`src/rtl/kuznechik_pkg.sv`:
```
// Shared types and constants for the Kuznechik decryption sequencer.
// Block width, FSM state encoding and chaining-mode selectors.
package kuznechik_pkg;

  localparam int BLOCK_W = 128;

  localparam logic MODE_ECB = 1'b0;
  localparam logic MODE_CBC = 1'b1;

  typedef logic [BLOCK_W-1:0] block_t;

  typedef enum logic [1:0] {
    ST_DRAIN,
    ST_IDLE,
    ST_RUN,
    ST_RELEASE
  } state_e;

endpackage

```
`src/rtl/kuznechik_cbc_decrypt_ctrl_if.sv`:
```
// Host-side block streams of the decryption sequencer.
// master = host/testbench side, slave = sequencer side.
interface kuznechik_cbc_decrypt_ctrl_if;
  import kuznechik_pkg::*;

  logic   in_valid;
  logic   in_ready;
  block_t in_data;
  logic   in_last;
  logic   out_valid;
  logic   out_ready;
  block_t out_data;
  logic   out_last;

  modport master (
    output in_valid, in_data, in_last, out_ready,
    input  in_ready, out_valid, out_data, out_last
  );

  modport slave (
    input  in_valid, in_data, in_last, out_ready,
    output in_ready, out_valid, out_data, out_last
  );

endinterface

```
`src/rtl/kuznechik_out_buf.sv`:
```
// One-entry output register slice for plaintext blocks.
// Loaded only while empty, so load and drain never collide.
module kuznechik_out_buf
  import kuznechik_pkg::*;
(
  input  logic   clk,
  input  logic   rst,
  input  logic   load_i,
  input  block_t data_i,
  input  logic   last_i,
  input  logic   ready_i,
  output logic   valid_o,
  output block_t data_o,
  output logic   last_o
);

  logic   valid_q;
  block_t data_q;
  logic   last_q;

  always_ff @(posedge clk or posedge rst) begin
    if (rst) begin
      valid_q <= 1'b0;
      data_q  <= '0;
      last_q  <= 1'b0;
    end else if (load_i) begin
      valid_q <= 1'b1;
      data_q  <= data_i;
      last_q  <= last_i;
    end else if (ready_i) begin
      valid_q <= 1'b0;
    end
  end

  assign valid_o = valid_q;
  assign data_o  = data_q;
  assign last_o  = last_q;

endmodule

```
`src/rtl/kuznechik_cbc_decrypt_ctrl.sv`:
```
// Feeds ciphertext blocks through one Kuznechik decryption core,
// applying ECB or CBC chaining and owning the core enable/finish handshake.
module kuznechik_cbc_decrypt_ctrl
  import kuznechik_pkg::*;
#(
  parameter int DRAIN_CYCLES = 256
) (
  input  logic   clk,
  input  logic   rst,
  input  logic   mode,
  input  logic   keys_valid,
  input  logic   iv_load,
  input  block_t iv_in,
  kuznechik_cbc_decrypt_ctrl_if.slave io,
  output logic   core_enable,
  output block_t core_word,
  input  block_t core_result,
  input  logic   core_finish,
  output logic   busy
);

  localparam int CW = $clog2(DRAIN_CYCLES + 1);

  state_e        state_q;
  logic [CW-1:0] cnt_q;
  block_t        iv_q;
  block_t        chain_q;
  block_t        cipher_q;
  logic          last_q;
  logic          mode_q;
  logic          en_q;

  logic   accept;
  logic   out_load;
  block_t plain;

  assign io.in_ready = (state_q == ST_IDLE) && keys_valid;
  assign accept      = io.in_valid && io.in_ready;
  assign out_load    = (state_q == ST_RUN) && core_finish && !io.out_valid;
  assign plain       = core_result ^ ((mode_q == MODE_CBC) ? chain_q : '0);

  // DRAIN lets a core abandoned by reset finish before we ever enable it.
  always_ff @(posedge clk or posedge rst) begin
    if (rst) begin
      state_q  <= ST_DRAIN;
      cnt_q    <= CW'(DRAIN_CYCLES - 1);
      iv_q     <= '0;
      chain_q  <= '0;
      cipher_q <= '0;
      last_q   <= 1'b0;
      mode_q   <= MODE_ECB;
      en_q     <= 1'b0;
    end else begin
      unique case (state_q)
        ST_DRAIN: begin
          if (cnt_q == '0) state_q <= ST_IDLE;
          else             cnt_q   <= cnt_q - CW'(1);
        end
        ST_IDLE: begin
          if (iv_load) begin
            iv_q    <= iv_in;
            chain_q <= iv_in;
          end
          if (accept) begin
            cipher_q <= io.in_data;
            last_q   <= io.in_last;
            mode_q   <= mode;
            en_q     <= 1'b1;
            state_q  <= ST_RUN;
          end
        end
        ST_RUN: begin
          if (out_load) begin
            en_q    <= 1'b0;
            state_q <= ST_RELEASE;
            if (mode_q == MODE_CBC)
              chain_q <= last_q ? iv_q : cipher_q;
          end
        end
        ST_RELEASE: begin
          if (!core_finish) state_q <= ST_IDLE;
        end
        default: state_q <= ST_DRAIN;
      endcase
    end
  end

  kuznechik_out_buf u_out_buf (
    .clk     (clk),
    .rst     (rst),
    .load_i  (out_load),
    .data_i  (plain),
    .last_i  (last_q),
    .ready_i (io.out_ready),
    .valid_o (io.out_valid),
    .data_o  (io.out_data),
    .last_o  (io.out_last)
  );

  assign core_enable = en_q;
  assign core_word   = cipher_q;
  assign busy        = (state_q != ST_IDLE) || io.out_valid;

endmodule

```
`src/flat_wrapper.sv`:
```
// flat-port wrapper written by rule: the top's interface ports become plain ports
module kuznechik_cbc_decrypt_ctrl_flat import kuznechik_pkg::*;
#(
  parameter int DRAIN_CYCLES = 256
)
  (clk, rst, mode, keys_valid, iv_load, iv_in, core_enable, core_word, core_result, core_finish, busy, io_in_valid, io_in_data, io_in_last, io_out_ready, io_in_ready, io_out_valid, io_out_data, io_out_last);
  kuznechik_cbc_decrypt_ctrl_if io_i ();
  input  logic clk;
  input  logic rst;
  input  logic mode;
  input  logic keys_valid;
  input  logic iv_load;
  input  block_t iv_in;
  output logic core_enable;
  output block_t core_word;
  input  block_t core_result;
  input  logic core_finish;
  output logic busy;
  input wire logic [$bits(io_i.in_valid)-1:0] io_in_valid;
  input wire logic [$bits(io_i.in_data)-1:0] io_in_data;
  input wire logic [$bits(io_i.in_last)-1:0] io_in_last;
  input wire logic [$bits(io_i.out_ready)-1:0] io_out_ready;
  output wire logic [$bits(io_i.in_ready)-1:0] io_in_ready;
  output wire logic [$bits(io_i.out_valid)-1:0] io_out_valid;
  output wire logic [$bits(io_i.out_data)-1:0] io_out_data;
  output wire logic [$bits(io_i.out_last)-1:0] io_out_last;
  assign io_i.in_valid = io_in_valid;
  assign io_i.in_data = io_in_data;
  assign io_i.in_last = io_in_last;
  assign io_i.out_ready = io_out_ready;
  assign io_in_ready = io_i.in_ready;
  assign io_out_valid = io_i.out_valid;
  assign io_out_data = io_i.out_data;
  assign io_out_last = io_i.out_last;
  kuznechik_cbc_decrypt_ctrl #(.DRAIN_CYCLES(DRAIN_CYCLES)) u_core (.clk(clk), .rst(rst), .mode(mode), .keys_valid(keys_valid), .iv_load(iv_load), .iv_in(iv_in), .io(io_i), .core_enable(core_enable), .core_word(core_word), .core_result(core_result), .core_finish(core_finish), .busy(busy));
endmodule
```
`config.mk`:
```
export PLATFORM = sky130hd
export DESIGN_NAME = kuznechik_cbc_decrypt_ctrl_flat
export DESIGN_NICKNAME = d
export VERILOG_FILES = /design/src/rtl/kuznechik_pkg.sv /design/src/rtl/kuznechik_cbc_decrypt_ctrl_if.sv /design/src/rtl/kuznechik_out_buf.sv /design/src/rtl/kuznechik_cbc_decrypt_ctrl.sv /design/src/flat_wrapper.sv
export SDC_FILE = /design/constraint.sdc
export NUM_CORES = 1
export LEC_CHECK = 0
export ABC_AREA = 1
export CAP_MARGIN = 10
export CORE_AREA = 5 5 254 256
export CTS_CLUSTER_SIZE = 28
export DETAILED_ROUTE_END_ITERATION = 6
export DIE_AREA = 0 0 259 261
export PLACE_DENSITY = 0.67
export SYNTH_ARGS = -nofsm -noshare
export SYNTH_HDL_FRONTEND = slang
export SYNTH_SLANG_ARGS = --single-unit
```
`constraint.sdc`:
```
create_clock -name clk -period 23.3 [get_ports clk]
set_input_delay 5.825 -clock clk [delete_from_list [all_inputs] [get_ports clk]]
set_output_delay 5.825 -clock clk [all_outputs]
set_load 0.05 [all_outputs]
```
==> impl_table.tex, run 1 <==
\begin{tabular}{lr}
\hline
Metric & Value \\
\hline
\multicolumn{2}{l}{\textbf{Clock network}} \\
\quad Number of hold buffers added after CTS & 0 \\
\quad Skew-Pair Late Insertion Delay & 0.62 ns \\
\quad CTS Buf Count & 58 \\
\quad Number of H-tree levels & 2 \\
\quad Deepest clock path buffer count & 3 \\
\quad Sink count of the clock tree & 528 \\
\quad Post-CTS clock slew at the launch and capture registers of the worst setup and hold paths & 0.06 ns \\
\quad Number of buffers added for setup after CTS & 0 \\
\quad Buffer cell driving the clock tree root & sky130\_fd\_sc\_hd\_\_clkbuf\_16 \\
\quad Gates resized, CTS repair & 0 \\
\quad CTS tree & built \\
\multicolumn{2}{l}{\textbf{Drt}} \\
\quad Post-DR wirelength/cell & about 19 um \\
\quad Final Routed Wirelength & 80400 um \\
\quad Antenna viol nets, final & 0 \\
\quad Iteration count of the initial detailed-routing pass & 5 \\
\quad Vias after detailed routing & between 20000 and 25000 \\
\quad Residual DRC & 0 \\
\quad Number of design-rule violations left by the first detailed-router iteration & around 1600 \\
\quad Post-detailed-route via-to-cell ratio & slightly below 5 \\
\multicolumn{2}{l}{\textbf{Cells and area}} \\
\quad Most common cell after layout, fill and taps aside & sky130\_fd\_sc\_hd\_\_nand2\_1 \\
\quad Fraction of final layout cells with drive strength greater than 1 & roughly 6\% \\
\quad Commonest non-fill, non-tap cells in the layout & 691 x sky130\_fd\_sc\_hd\_\_nand2\_1, 653 x sky130\_fd\_sc\_hd\_\_clkdlybuf4s50\_1, 518 x sky130\_fd\_sc\_hd\_\_dfrtp\_1, 482 x sky130\_fd\_sc\_hd\_\_o21ai\_0, 267 x sky130\_fd\_sc\_hd\_\_nor2\_1 \\
\quad Final net count & roughly 3800 \\
\quad Fillers & between 5000 and 6000 \\
\quad Multi-input gate area in the final layout & between 9000 and 10000 um\^{}2 \\
\quad Layout-stage area growth over the synthesis result & 37.1\% \\
\quad Sequential cell area & 13200 um\^{}2 \\
\multicolumn{2}{l}{\textbf{Critical path}} \\
\quad Cell type with the highest occurrence count on the critical path & sky130\_fd\_sc\_hd\_\_clkdlybuf4s50\_1 \\
\quad Chain of cells forming the critical path & clkdlybuf4s50\_1 > nand2\_1 > inv\_1 > clkdlybuf4s50\_1 \\
\quad CP Data Required Time & approximately 17 ns \\
\quad Category of the most critical setup path & primary input to output pin \\
\quad CP peak stage delay & around 0.80 ns \\
\quad Data arrival time at the worst-slack endpoint & between 7 and 8 ns \\
\quad Startpoint type of the worst setup path & primary input \\
\quad Max Fanout on Critical Path & 2 \\
\quad Library cell contributing the largest single delay on the critical path & sky130\_fd\_sc\_hd\_\_clkdlybuf4s50\_1 \\
\quad Kind of end point of the critical path & output pin \\
\multicolumn{2}{l}{\textbf{Timing}} \\
\quad RSZ-0062 raised after global routing & false \\
\quad Period utilisation layout & between 50 and 60\% \\
\quad Worst slew slack as a fraction of its limit & 28.4\% \\
\quad F\_max & 75.7 MHz \\
\quad Max-slew violations & 0 \\
\quad Transition at the pin with the smallest max-transition slack & 1.07 ns \\
\quad Minimum clock period & approximately 13 ns \\
\quad Fin Clk Skew & between 0.01 and 0.015 ns \\
\quad Final sum of negative setup slack & 0 ns \\
\quad Final hold vios & 0 \\
\quad Total of endpoints with negative setup slack in the final report & 0 \\
\multicolumn{2}{l}{\textbf{Pwr}} \\
\quad Leakage Power & between 0.015 and 0.02 uW \\
\quad Part of the power in registers & between 30\% and 40\% \\
\quad Power per unit of standard cell area & between 150 and 200 nW/um\^{}2 \\
\quad Clock network fraction of total power & a little under a fifth \\
\quad Cell Int Power & approximately 2800 uW \\
\quad Logic pwr share & approximately half \\
\quad Max IR drop VDD & roughly 0.00011 V \\
\quad Final total power & 5360 uW \\
\quad Sw Ratio & 46.8\% \\
\quad NetSw & 2510 uW \\
\multicolumn{2}{l}{\textbf{Yosys}} \\
\quad Synth top area cells & sky130\_fd\_sc\_hd\_\_dfrtp\_1 53\%, sky130\_fd\_sc\_hd\_\_nand2\_1 11\%, sky130\_fd\_sc\_hd\_\_o21ai\_0 9.9\%, sky130\_fd\_sc\_hd\_\_xor2\_1 4.7\%, sky130\_fd\_sc\_hd\_\_nor2\_1 4.1\% \\
\quad Syn\_area\_per\_cell & around 8.7 um\^{}2 \\
\quad Cells after Synth & around 2800 \\
\quad Area share of the largest cell type after synthesis & a little over half \\
\quad Dominant cell type by area after synthesis & sky130\_fd\_sc\_hd\_\_dfrtp\_1 \\
\quad EDFF count, synth & 0 \\
\quad Async set or reset register ratio after synthesis & 100\% \\
\quad Number of storage elements in the synthesis netlist & approximately 530 \\
\quad Total standard cell area after synthesis & 24400 um\^{}2 \\
\quad Syn\_nets & 3219 \\
\quad Commonest register cell after synthesis & sky130\_fd\_sc\_hd\_\_dfrtp\_1 \\
\quad Sequential cell area fraction in the yosys report & $\sim$54\% \\
\quad Number of warnings reported in the yosys synthesis log & 0 \\
\quad Post-synthesis cell type count & 28 \\
\multicolumn{2}{l}{\textbf{Floorplanning}} \\
\quad Area of the die & between 60000 and 70000 um\^{}2 \\
\quad Core Footprint & slightly above 60000 um\^{}2 \\
\quad Count of standard-cell rows & 92 \\
\quad Initial core utilization & 39.2\% \\
\quad Horizontal die dimension & 259 um \\
\quad Count of boundary I/O pins & 654 \\
\quad Chip height & approximately 260 um \\
\multicolumn{2}{l}{\textbf{Flow run}} \\
\quad Max-Cap Viols & 0 \\
\multicolumn{2}{l}{\textbf{Global route}} \\
\quad Antenna violations before repair & 14 \\
\quad Aggregate global-route resource usage & a little under a quarter \\
\quad Gr ovfl total & 0 \\
\quad Largest net degree at the start of global routing & 110 \\
\quad Number of global-route vias before repair & 20400 \\
\quad Wire length of the first global-routing pass & $\sim$120000 um \\
\multicolumn{2}{l}{\textbf{Placement}} \\
\quad Weighted congestion at the end of routability-driven global placement & between 0.8 and 0.9 \\
\quad Count of buffers inserted at the top-level ports & 653 \\
\quad Final HPWL from detailed placement & between 50000 and 60000 um \\
\multicolumn{2}{l}{\textbf{Outcome}} \\
\quad Result of the run & finished clean \\
\multicolumn{2}{l}{\textbf{Min path}} \\
\quad Tightest Hold Check Type & flop to flop \\
\hline
\end{tabular}
==> path summary, 6_finish.rpt <==
| kind | slack, ns | depth (start not counted) | end | start |
|---|---|---|---|---|
| worst min-delay path | 0.48 | 2 | u_core.chain_q[113]$_DFFE_PP0P_ | u_core.chain_q[113]$_DFFE_PP0P_ |
| worst max-delay path | 10.09 | 4 | io_in_ready | keys_valid |
| max in group asynchronous | 13.84 | 6 | u_core.core_word[77]$_DFFE_PP0P_ | rst |
| worst max register to register | 19.62 | 9 | u_core.chain_q[58]$_DFFE_PP0P_ | u_core.state_q[0]$_DFFE_PP0P_ |
| worst min register to register | 0.48 | 2 | u_core.chain_q[113]$_DFFE_PP0P_ | u_core.chain_q[113]$_DFFE_PP0P_ |
| min in group asynchronous | 5.72 | 2 | u_core.core_word[9]$_DFFE_PP0P_ | rst |
==> power groups by stage <==
stage                     clock, uW  combinational, uW  sequential [uW]
after floorplan                   0               1150             2300
after CTS                      1040               2700             1670
final                          1020               2670             1670
after detailed placement          0               2690             1670
after global placement            0               2650             1670
after global routing           1080               2900             1720
==> worst max-delay path: cells and delay by family <==
family,cells,cell delay [ns]
buffers and inverters,3,1.42
AND/OR/NAND/NOR,1,0.13
==> through the flow <==
step | std cells | cell area (um^2) | util (%) | hold WS (ns) | setup slack (ns)
floorplan | 2820 | 24400 | - | 0.451 | 2.73
global placement | 4153 | 31300 | 50.3 | 0.463 | 10.06
detailed placement | 4153 | 31300 | 50.3 | 0.469 | 10.07
CTS | 4263 | 33400 | 53.7 | 0.483 | 10.06
global route | 4271 | 33500 | 53.7 | 0.495 | 10.05
finish | 4276 | 33500 | 53.8 | 0.481 | 10.09
==> cell type report <==
class	instances	share of cell area, %
inverter	214	2.43
sequential	528	39.5
clock buffer	86	5.10
clock inverter	24	1.26
multi-input combinational	1887	28.4
timing repair buffer	678	20.1
tap	846	3.16
antenna	13	0.0972
==> flip-flops by register name, indices dropped and copies added (netlist names), 2 cells and up <==
signal / flops
u_core.cnt_q: 9
u_core.u_out_buf.data_o: 128
u_core.state_q: 2
u_core.core_word: 128
u_core.iv_q: 128
u_core.chain_q: 128
==> per-layer routing <==
layer	track usage, %	up-vias	wire [um]
met5	0	-	95
met4	7.04	12	2200
met3	5.84	120	6480
met2	36.5	737	37500
met1	30.7	9963	34200
li1	-	10200	-
==> cell families after synthesis <==
logic type | Yosys count | share of synthesized area (%)
and+or+nand+nor | 971 | 15.1
adders and majority gates | 6 | 0.307
buffers and inverters | 405 | 7.17
muxes | 63 | 2.91
xor gates and xnor gates | 132 | 4.73
DFF | 528 | 54.2
AOI/OAI and AO/OA | 715 | 15.7
==> cells in the mapped netlist (2+ instances only) <==
library cell and instances:
sky130_fd_sc_hd__buf_2 52, sky130_fd_sc_hd__clkbuf_2 4, sky130_fd_sc_hd__nand4_1 2, sky130_fd_sc_hd__inv_1 211, sky130_fd_sc_hd__o21bai_1 63, sky130_fd_sc_hd__clkbuf_1 99
sky130_fd_sc_hd__nand2_1 692, sky130_fd_sc_hd__a21oi_1 67, sky130_fd_sc_hd__buf_1 6, sky130_fd_sc_hd__mux2_2 63, sky130_fd_sc_hd__o21ai_2 2, sky130_fd_sc_hd__dfrtp_1 520
sky130_fd_sc_hd__xor2_1 131, sky130_fd_sc_hd__nand3_1 6, sky130_fd_sc_hd__inv_2 3, sky130_fd_sc_hd__o22ai_1 65, sky130_fd_sc_hd__o21ai_0 482, sky130_fd_sc_hd__o21ai_1 36
sky130_fd_sc_hd__nor2_1 267, sky130_fd_sc_hd__buf_6 13, sky130_fd_sc_hd__ha_1 6, sky130_fd_sc_hd__buf_4 17, sky130_fd_sc_hd__dfstp_2 8
(Power assumes the default switching activity.)
==> run 2: changes to the inputs <==
--- a/config.mk
+++ b/config.mk
@@ -7,11 +7,11 @@
 export LEC_CHECK = 0
 export ABC_AREA = 1
 export CAP_MARGIN = 10
-export CORE_AREA = 5 5 254 256
+export CORE_AREA = 5 5 249 251
 export CTS_CLUSTER_SIZE = 28
 export DETAILED_ROUTE_END_ITERATION = 6
-export DIE_AREA = 0 0 259 261
-export PLACE_DENSITY = 0.67
+export DIE_AREA = 0 0 254 256
+export PLACE_DENSITY = 0.72
 export SYNTH_ARGS = -nofsm -noshare
 export SYNTH_HDL_FRONTEND = slang
 export SYNTH_SLANG_ARGS = --single-unit
==> constraint.sdc (replaced) <==
create_clock -name clk -period 10.83 [get_ports clk]
set_input_delay 2.7075 -clock clk [delete_from_list [all_inputs] [get_ports clk]]
set_output_delay 2.7075 -clock clk [all_outputs]
set_load 0.05 [all_outputs]
==> run 2 against run 1 <==
Compared with the run above:
- non-clock buffer count fell by 3
- global-route usage rose by 0.35 points
- sequential power increased by 120%
- clock-buffer cell count grew 4
- first-iteration DRC count increased by 4.4%
- hold slack lost 0.0017 ns
- via count grew 0.41%
- sequential cell count unchanged
- final cell count down 1.7%
- critical path type unchanged
- critical endpoint unchanged
- highest routed layer unchanged
==> impl_table.tex, run 2 (synthesized netlist as in run 1, its figures left out) <==
\begin{tabular}{lr}
\hline
Metric & Value \\
\hline
\multicolumn{2}{l}{\textbf{Outcome}} \\
\quad Result of the run & finished clean \\
\multicolumn{2}{l}{\textbf{Critical path}} \\
\quad Kind of end point of the critical path & output pin \\
\quad Library cell contributing the largest single delay on the critical path & sky130\_fd\_sc\_hd\_\_clkdlybuf4s50\_1 \\
\quad Chain of cells forming the critical path & clkdlybuf4s50\_1 > nand2\_1 > inv\_1 > clkdlybuf4s50\_1 \\
\quad Category of the most critical setup path & primary input to output pin \\
\quad CP Data Required Time & 8.12 ns \\
\quad Max Fanout on Critical Path & 2 \\
\quad CP peak stage delay & around 0.8 ns \\
\quad Cell type with the highest occurrence count on the critical path & sky130\_fd\_sc\_hd\_\_clkdlybuf4s50\_1 \\
\quad Top delay family on crit path & buffers and inverters \\
\quad Data arrival time at the worst-slack endpoint & $\sim$4.2 ns \\
\quad Startpoint type of the worst setup path & primary input \\
\quad Count of buffering cells on the critical path with inverters included & 3 \\
\multicolumn{2}{l}{\textbf{Placement}} \\
\quad Placed cell areas & 31200 um\^{}2 \\
\quad Count of buffers inserted at the top-level ports & roughly 650 \\
\quad Weighted congestion at the end of routability-driven global placement & approximately 0.81 \\
\quad Final HPWL from detailed placement & approximately 53000 um \\
\multicolumn{2}{l}{\textbf{Cells and area}} \\
\quad Most common cell after layout, fill and taps aside & sky130\_fd\_sc\_hd\_\_nand2\_1 \\
\quad Layout Utilization & roughly 56\% \\
\quad Commonest non-fill, non-tap cells in the layout & 691 x sky130\_fd\_sc\_hd\_\_nand2\_1, 653 x sky130\_fd\_sc\_hd\_\_clkdlybuf4s50\_1, 518 x sky130\_fd\_sc\_hd\_\_dfrtp\_1, 482 x sky130\_fd\_sc\_hd\_\_o21ai\_0, 267 x sky130\_fd\_sc\_hd\_\_nor2\_1 \\
\quad Fraction of final layout cells with drive strength greater than 1 & under 10\% \\
\quad Post-Layout Inst Area & 33200 um\^{}2 \\
\quad Final net count & 3763 \\
\quad Layout-stage area growth over the synthesis result & 36.1\% \\
\quad Fillers & around 5300 \\
\multicolumn{2}{l}{\textbf{Pwr}} \\
\quad Leakage Power & roughly 0.015 uW \\
\quad Power per unit of standard cell area & approximately 340 nW/um\^{}2 \\
\quad Max IR drop VDD & approximately 0.00026 V \\
\quad Final total power & $\sim$11000 uW \\
\multicolumn{2}{l}{\textbf{Timing}} \\
\quad Period utilisation layout & a little under two thirds \\
\quad Max-slew violations & 0 \\
\quad Minimum clock period & $\sim$6.9 ns \\
\quad Worst hold-check slack & around 0.48 ns \\
\quad Total of endpoints with negative setup slack in the final report & 0 \\
\quad Fin Clk Skew & roughly 0.027 ns \\
\quad Worst slew slack as a fraction of its limit & a little over a quarter \\
\quad Final hold vios & 0 \\
\quad Transition at the pin with the smallest max-transition slack & $\sim$1.1 ns \\
\quad RSZ-0062 raised after global routing & false \\
\quad Final sum of negative setup slack & 0 ns \\
\quad F\_max & between 100 and 150 MHz \\
\multicolumn{2}{l}{\textbf{Floorplanning}} \\
\quad Core Footprint & between 50000 and 60000 um\^{}2 \\
\quad Horizontal die dimension & $\sim$250 um \\
\quad Chip height & around 260 um \\
\quad Initial core utilization & 40.9\% \\
\quad Area of the die & 65000 um\^{}2 \\
\quad Count of standard-cell rows & 90 \\
\quad Count of boundary I/O pins & roughly 650 \\
\multicolumn{2}{l}{\textbf{Drt}} \\
\quad Vias after detailed routing & 21100 \\
\quad Post-detailed-route via-to-cell ratio & between 5 and 6 \\
\quad Antenna viol nets, final & 0 \\
\quad Wire length on met2 & 36900 um \\
\quad Number of design-rule violations left by the first detailed-router iteration & between 1500 and 2000 \\
\quad Post-DR wirelength/cell & about 19 um \\
\quad Residual DRC & 0 \\
\quad Final Routed Wirelength & between 70000 and 80000 um \\
\quad Met1 wire length & roughly 32000 um \\
\quad Iteration count of the initial detailed-routing pass & 6 \\
\quad Uppermost routed layer & met5 \\
\quad Detailed-routed wire length on met3 & 6420 um \\
\multicolumn{2}{l}{\textbf{Clock network}} \\
\quad Number of buffers added for setup after CTS & 0 \\
\quad Sink count of the clock tree & between 500 and 600 \\
\quad Post-CTS clock slew at the launch and capture registers of the worst setup and hold paths & about 0.06 ns \\
\quad Number of H-tree levels & 2 \\
\quad Buffer cell driving the clock tree root & sky130\_fd\_sc\_hd\_\_clkbuf\_16 \\
\quad CTS tree & built \\
\quad Number of hold buffers added after CTS & 0 \\
\quad Gates resized, CTS repair & 0 \\
\quad Skew-Pair Late Insertion Delay & around 0.6 ns \\
\quad Deepest clock path buffer count & 3 \\
\quad CTS Buf Count & 58 \\
\multicolumn{2}{l}{\textbf{Global route}} \\
\quad Antenna violations before repair & 13 \\
\quad Gr ovfl total & 0 \\
\quad Number of global-route vias before repair & about 21000 \\
\quad Aggregate global-route resource usage & a little under a quarter \\
\quad Wire length of the first global-routing pass & approximately 120000 um \\
\quad Largest net degree at the start of global routing & 153 \\
\multicolumn{2}{l}{\textbf{Flow run}} \\
\quad Max-Cap Viols & 0 \\
\multicolumn{2}{l}{\textbf{Min path}} \\
\quad Tightest Hold Check Type & flop to flop \\
\hline
\end{tabular}
==> run 2: cell types whose count changed in the layout (fill, tap and decap cells not counted), sizes merged <==
| cell | change |
|---|---|
| bufinv | -8 |
| diode | -5 |
| clkbuf | +4 |
| buf | -3 |
| clkinvlp | +3 |
| clkinv | +2 |
| inv | -1 |
==> run 2: through the flow <==
stage	setup slack (ns)	instances
floorplan	0.953	2820
CTS	3.94	4196
detailed placement	3.94	4086
global placement	3.95	4086
finish	3.96	4204
global route	3.88	4202
==> run 2: routing by layer <==
layer  global-route usage (%)  up-vias
met5                        0        -
met4                     7.26        8
li1                         -    10100
met3                     5.79      144
met2                     37.3      728
met1                     30.8    10000
==> run 2: worst paths after layout <==
kind | startpoint | to | slack [ns] | cells past startpoint
min in group asynchronous | rst | u_core.u_out_buf.data_o[21]$_DFFE_PP0P_ | 2.45 | 2
worst max-delay path | keys_valid | io_in_ready | 3.96 | 4
max in group asynchronous | rst | u_core.u_out_buf.data_o[32]$_DFFE_PP0P_ | 6.51 | 4
worst min-delay path | u_core.chain_q[126]$_DFFE_PP0P_ | u_core.chain_q[126]$_DFFE_PP0P_ | 0.48 | 2
worst min register to register | u_core.chain_q[126]$_DFFE_PP0P_ | u_core.chain_q[126]$_DFFE_PP0P_ | 0.48 | 2
worst max register to register | u_core.state_q[0]$_DFFE_PP0P_ | u_core.chain_q[28]$_DFFE_PP0P_ | 7.24 | 9
==> run 2: cell type report <==
type	count	area, um^2	area share, %
Antenna cell	8	20.0	0.0603
Clock buffer	90	1750	5.27
Clock inverter	20	213	0.640
Inverter	214	810	2.44
Multi-Input combinational cell	1887	9500	28.6
Sequential cell	528	13200	39.8
Tap cell	782	978	2.94
Timing Repair Buffer	675	6730	20.2
==> run 2: worst min-delay path, delay by kind of cell, from the launching register on <==
family	cells	cell delay, ns
AOI/OAI and AO/OA	1	0.06
DFF	1	0.34
and+or+nand+nor	1	0.05
==> run 2: report_power, final <==
group / internal, uW / total [uW] / switching, uW
combinational: 1860 / 5700 / 3840
clock: 1180 / 2020 / 839
sequential: 2920 / 3610 / 695
